--- src/rtl/stream_arb_pkg.sv ---
// Shared definitions for the stream arbitrated multiplexer:
// arbitration mode encoding and the channel-index width helper.
package stream_arb_pkg;

  localparam logic ARB_RR    = 1'b0;
  localparam logic ARB_FIXED = 1'b1;

  // Channel index width; a single channel still gets a 1-bit index.
  function automatic int calc_idw(input int n);
    return (n <= 1) ? 1 : $clog2(n);
  endfunction

endpackage

--- src/rtl/rr_arbiter.sv ---
// Combinational N-way arbiter: round-robin from ptr, fixed lowest-index
// priority, or a hard lock onto locked_id. Returns one-hot grant plus index.
module rr_arbiter
  import stream_arb_pkg::*;
#(
  parameter int N   = 4,
  parameter int IDW = calc_idw(N)
) (
  input  logic [N-1:0]   req,
  input  logic [IDW-1:0] ptr,
  input  logic           mode,
  input  logic           lock,
  input  logic [IDW-1:0] locked_id,
  output logic [N-1:0]   grant,
  output logic [IDW-1:0] grant_id
);

  logic found;
  int   j;

  // Select the winning channel index; a lock overrides both modes.
  always_comb begin
    found    = 1'b0;
    grant_id = '0;
    j        = 0;
    if (lock) begin
      if (req[locked_id]) begin
        found    = 1'b1;
        grant_id = locked_id;
      end
    end else if (mode == ARB_FIXED) begin
      for (int i = 0; i < N; i++) begin
        if (!found && req[IDW'(i)]) begin
          found    = 1'b1;
          grant_id = IDW'(i);
        end
      end
    end else begin
      for (int i = 0; i < N; i++) begin
        j = int'(ptr) + i;
        if (j >= N) j = j - N;
        if (!found && req[IDW'(j)]) begin
          found    = 1'b1;
          grant_id = IDW'(j);
        end
      end
    end
  end

  // Expand the winning index to a one-hot grant (zero when nobody requests).
  always_comb begin
    grant = '0;
    if (found) grant[grant_id] = 1'b1;
  end

endmodule

--- src/rtl/stream_arb_mux.sv ---
// N-channel arbitrated stream multiplexer with a registered valid/ready
// output slot carrying data and source index.
// Optional packet locking is enabled by defining STREAM_ARB_MUX_LOCK_EN,
// which adds in_last/out_last and holds the grant until a last beat.
//
// Handshake: a beat moves on a channel when in_valid[i] & in_ready[i] at a
// rising edge, and leaves the output slot when out_valid & out_ready. The
// slot accepts a new beat when empty or being popped in the same cycle.
module stream_arb_mux
  import stream_arb_pkg::*;
#(
  parameter int WIDTH = 32,
  parameter int N     = 4,
  parameter int IDW   = calc_idw(N)
) (
  input  logic               clk,
  input  logic               rst_n,
  input  logic               mode,
  input  logic [N-1:0]       in_valid,
  input  logic [N*WIDTH-1:0] in_data,
  output logic [N-1:0]       in_ready,
`ifdef STREAM_ARB_MUX_LOCK_EN
  input  logic [N-1:0]       in_last,
`endif
  output logic               out_valid,
  output logic [WIDTH-1:0]   out_data,
  output logic [IDW-1:0]     out_id,
  input  logic               out_ready,
`ifdef STREAM_ARB_MUX_LOCK_EN
  output logic               out_last,
`endif
  output logic [IDW-1:0]     dbg_ptr,
  output logic               dbg_locked
);

  logic [N-1:0]   grant;
  logic [IDW-1:0] grant_id;
  logic [IDW-1:0] ptr_q, ptr_d;
  logic           lock_q, lock_d;
  logic [IDW-1:0] lock_id_q, lock_id_d;
  logic           slot_free;
  logic           xfer;
  logic           is_last;

  rr_arbiter #(.N(N), .IDW(IDW)) u_arb (
    .req       (in_valid),
    .ptr       (ptr_q),
    .mode      (mode),
    .lock      (lock_q),
    .locked_id (lock_id_q),
    .grant     (grant),
    .grant_id  (grant_id)
  );

  // Offer the grant only when the output slot can take a beat and not in reset.
  always_comb begin
    slot_free = !out_valid || out_ready;
    in_ready  = (rst_n && slot_free) ? grant : '0;
    xfer      = |in_ready;
  end

  // Whether the beat being granted closes its packet.
  always_comb begin
`ifdef STREAM_ARB_MUX_LOCK_EN
    is_last = in_last[grant_id];
`else
    is_last = 1'b1;
`endif
  end

  // Round-robin pointer moves past the winner only when a packet completes.
  always_comb begin
    ptr_d = ptr_q;
    if (xfer && (mode == ARB_RR) && is_last) begin
      ptr_d = (grant_id == IDW'(N - 1)) ? '0 : grant_id + 1'b1;
    end
  end

  // Lock next-state: engage on a non-last beat, release on the last one.
  always_comb begin
`ifdef STREAM_ARB_MUX_LOCK_EN
    lock_d    = lock_q;
    lock_id_d = lock_id_q;
    if (xfer) begin
      lock_d    = !is_last;
      lock_id_d = grant_id;
    end
`else
    lock_d    = 1'b0;
    lock_id_d = '0;
`endif
  end

  // Arbitration state registers: pointer and lock.
  always_ff @(posedge clk) begin
    if (!rst_n) begin
      ptr_q     <= '0;
      lock_q    <= 1'b0;
      lock_id_q <= '0;
    end else begin
      ptr_q     <= ptr_d;
      lock_q    <= lock_d;
      lock_id_q <= lock_id_d;
    end
  end

  // Output slot: load on transfer, empty on pop without refill.
  always_ff @(posedge clk) begin
    if (!rst_n) begin
      out_valid <= 1'b0;
      out_data  <= '0;
      out_id    <= '0;
`ifdef STREAM_ARB_MUX_LOCK_EN
      out_last  <= 1'b0;
`endif
    end else if (xfer) begin
      out_valid <= 1'b1;
      out_data  <= in_data[grant_id*WIDTH +: WIDTH];
      out_id    <= grant_id;
`ifdef STREAM_ARB_MUX_LOCK_EN
      out_last  <= is_last;
`endif
    end else if (out_ready) begin
      out_valid <= 1'b0;
    end
  end

  // Expose arbitration state for observation.
  always_comb begin
    dbg_ptr    = ptr_q;
    dbg_locked = lock_q;
  end

endmodule

--- config.mk ---
export PLATFORM = sky130hd
export DESIGN_NAME = stream_arb_mux
export DESIGN_NICKNAME = d
export VERILOG_FILES = /design/src/rtl/stream_arb_pkg.sv /design/src/rtl/rr_arbiter.sv /design/src/rtl/stream_arb_mux.sv
export SDC_FILE = /design/constraint.sdc
export NUM_CORES = 1
export LEC_CHECK = 0
export ABC_AREA = 0
export ABC_CLOCK_PERIOD_IN_PS = 3120
export CORE_UTILIZATION = 30
export CTS_BUF_LIST = sky130_fd_sc_hd__clkbuf_16
export CTS_CLUSTER_SIZE = 20
export DETAILED_ROUTE_END_ITERATION = 8
export PLACE_DENSITY = 0.7
export SLEW_MARGIN = 20
export SYNTH_ARGS = -nofsm -noshare
export SYNTH_HDL_FRONTEND = slang
export SYNTH_HIERARCHICAL = 1
export SYNTH_SLANG_ARGS = --single-unit
--- constraint.sdc ---
create_clock -name clk -period 3.12 [get_ports clk]
set_clock_uncertainty 0.15 [all_clocks]
set_input_delay 0.624 -clock clk [delete_from_list [all_inputs] [get_ports clk]]
set_output_delay 0.624 -clock clk [all_outputs]
set_load 0.005 [all_outputs]
==> parameters.txt, run 1 <==
Parameter                              Value

Logic synthesis
  Fraction of registers with async set or reset after synthesis    0%
  Most instantiated cells after synthesis    dfxtp_1 (37), nand2_1 (37), nand4_1 (34), mux4_2 (32), o21ai_1 (32)
  Mean instance size in the synthesized netlist    10.01 um^2
  Predominant post-synthesis flop cell    dfxtp_1
  Number of flip-flops and latches in the synthesized netlist    37
  Number of instances in the synthesized netlist    264
  Summed instance area of the synthesized netlist    2644 um^2
  Number of synthesized flops with an enable pin    0
  Count of distinct cell types in the synthesized netlist    44
  Dominant cell type by area after synthesis    dfxtp_1
  Synth top area share    28.02%
  Total of warnings raised by yosys    6
  Sequential-to-total area share from yosys stat    28.02%
  Top area cells in the synthesized netlist    dfxtp_1 (28%), mux4_2 (27%), nand4_1 (8.0%), o21ai_1 (6.1%), nand2_1 (5.3%)

Clock tree
  Total CTS buffers    5
  Clock-pin slew on the worst setup and hold paths    0.06 ns
  Clock sink count    37
  TritonCTS clock tree    built
  Source-to-sink clock delay at the later pin of the worst-skew pair    0.27 ns
  Largest buffer count on any clock path    2
  # H-tree levels    2
  Clock tree root buffer cell    clkbuf_16
  CTS hold repair buffers    0

Detailed routing
  Routed wire length    8.925 mm
  Via total after detailed routing    2935
  Iteration-0 DRC Markers    79
  Post-DRT Antenna Nets    0
  Pre-antenna DRT Iters    4
  DRC violation count after routing    0
  Detail-routed via count per cell    5.104
  WL/cell    15.52 um

Worst setup path
  Critical-path cell with the highest stage delay    a211o_1
  Stages on worst setup path    11
  Crit path cell chain    buf_2 -> nor2_1 -> buf_4 -> a211o_1 -> o22ai_4 -> buf_6 -> buf_6 -> buf_6 -> and2_1 -> and3_4 -> clkdlybuf4s15_2
  Critical Path Sink Type    primary output
  Crit path from    in_valid[3]
  Data arrival time of the worst path    2.26 ns
  Startpoint kind of the worst setup timing path    input port
  Cell count of the worst reg-to-reg path    14
  Destination of the critical timing path    in_ready[3]
  Worst-case register-to-register setup slack    0.26 ns
  CP top delay family    buffers and inverters
  Worst setup path class    in -> out
  Worst stage delay on the critical path    0.32 ns
  Buffers & Inverters on Critical Path    6
  CP dominant cell by count    buf_6
  Launch point of the worst reg-to-reg path    dbg_ptr[1]
  Largest driver fanout on the critical path    7
  Worst reg2reg path endpoint    out_data[14]
  WP data required    2.35 ns

Finish
  Register Area    743.2 um^2
  Layout Nets    606
  # fillers    756
  Area of the multi-input gates    1803 um^2
  Antenna cell count    0
  Synth-to-layout area growth    86.46%
  Layout cells sized above 1    21.70%
  End-of-flow core utilization    58.81%

Timing
  Max-slew violation count    0
  Setup repair after global routing missed its margin    false
  Number of failing hold endpoints at the final stage    0
  Total Neg Setup Slack    0 ns
  Part of the cycle the worst path needs    97.32%
  Total of endpoints with negative setup slack in the final report    0
  Final critical path time including I/O delays and setup    3.036 ns
  Top achievable clock speed    0.3293 GHz
  Tightest hold margin    0.2954 ns

Placed design
  Number of port buffers    176
  Global placement routability congestion    0.8602
  Post-DP HPWL    6.870 mm

Floorplan
  Boundary pin count    178
  Area of the die    9192 um^2
  Die height    95.88 um
  Placement row count    33
  Initial Util    31.54%
  Placeable core region    8382 um^2
  Die width    95.88 um

Global route
  Via count of the first global-routing pass    2894
  Sum of overflow across all layers after global routing    0
  Overall routing resource usage    18.87%
  Initial antenna violation count    0
  Wire length of the first global-routing pass    13.39 mm
  Maximum number of pins on one net before global-route repair    43

Power and ir drop
  Highest ir drop seen on vdd    0.2230 mV
  Post-layout power    0.001965 W
  Power density normalized to cell area    398.5 nW/um^2
  Leakage power figure    1.826 nW

Flow run
  Max Cap Viol    0

Min path
  Class of the worst hold path    reg -> reg

Outcome
  Result of the run    complete, no violations
## registers in the layout, summed over array words and instances (netlist names)
signal and count:
out_valid 1, out_id 2, dbg_ptr 2, out_data 32
## layer usage
layer / track usage [%] / vias up / share of wire [%]
met4: 3.980 / 0 / 0.72
met2: 37.38 / 118 / 54
li1: - / 1425 / -
met5: 0 / - / 0
met3: 4.502 / 4 / 8.2
met1: 19.96 / 1388 / 38
## cells in the final DEF (no fill, tap or decap), types with 3 or more instances in the layout
master | synthesis | layout
a21oi_1 | 5 | 5
and3_1 | 5 | 4
buf_2 | 8 | 4
buf_4 | 3 | 31
buf_6 | 4 | 6
clkbuf_16 | 0 | 5
clkdlybuf4s50_1 | 0 | 166
conb_1 | 1 | 16
dfxtp_1 | 37 | 35
dlygate4sd2_1 | 0 | 4
inv_1 | 4 | 5
mux4_2 | 32 | 32
nand2_1 | 37 | 37
nand4_1 | 34 | 34
nor3_1 | 5 | 3
o21ai_1 | 32 | 32
o31ai_1 | 3 | 3
## worst min-delay path by stage
stage            startpoint            to  slack [ns]  cells after the start
2_1_floorplan   out_data[0]   out_data[0]        0.29                      2
3_3_place_gp   out_data[27]  out_data[27]        0.28                      2
4_1_cts         out_data[1]   out_data[1]        0.30                      2
3_5_place_dp    out_data[8]   out_data[8]        0.29                      2
6_report        out_data[1]   out_data[1]        0.30                      2
5_1_grt         out_data[7]   out_data[7]        0.31                      2
## repair_timing
action                                  4_1_cts  5_1_grt
resized for setup                            43        1
pin swaps                                     6        5
setup buffers                                 7        1
endpoints found under the setup margin       39        2
gates cloned                                  0        0
## cell families (layout without fill, tap and decap cells)
| kind of cell | after synthesis | count (layout) | share of synthesized area [%] |
|---|---|---|---|
| mux | 35 | 35 | 29.01 |
| flops | 37 | 37 | 28.02 |
| fa+ha+maj | 1 | 1 | 0.4732 |
| compound gates | 59 | 59 | 14.10 |
| simple gates | 95 | 95 | 19.92 |
| buf+inv | 36 | 227 | 8.329 |
| other cells | 1 | 16 | 0.1418 |
## per-stage QoR
step	area (um^2)	cells	setup slack, ns
floorplan	2700	279	0.1890
global placement	4649	559	-0.6242
detailed placement	4649	559	-0.6645
CTS	4920	574	0.003049
global route	4930	575	0.01459
finish	4930	575	0.08362
## worst reg2reg max path: cells and delay by family, from the launching register on
kind / cells / cell delay (ns)
simple gates: 4 / 0.98
compound gates: 4 / 0.47
buf+inv: 6 / 0.77
flops: 1 / 0.38
## power by group
part | internal, W | leakage [nW] | switching (W) | total, W
Clock | 0.000371 | 0.0826 | 0.000181 | 0.000552
Sequential | 0.000552 | 0.306 | 0.0000401 | 0.000592
Combinational | 0.000513 | 1.44 | 0.000308 | 0.000821
## area by class of cell
cell class / instances / area share (%)
Timing Repair Buffer: 214 / 41.95
Inverter: 5 / 0.4315
Tap cell: 105 / 2.665
Multi-Input combinational cell: 206 / 36.57
Sequential cell: 37 / 15.08
Clock buffer: 5 / 2.538
Clock inverter: 3 / 0.7614
Power figures use the tool's default switching activity.
==> inputs of run 2 (changes only) <==
--- a/config.mk
+++ b/config.mk
@@ -11,6 +11,7 @@
 export CTS_BUF_LIST = sky130_fd_sc_hd__clkbuf_16
 export CTS_CLUSTER_SIZE = 20
 export DETAILED_ROUTE_END_ITERATION = 8
+export HOLD_SLACK_MARGIN = 0.03
 export PLACE_DENSITY = 0.7
 export SLEW_MARGIN = 20
 export SYNTH_ARGS = -nofsm -noshare
==> results of run 2 <==
Final layout, timing and power as in run 1 (identical DEF).
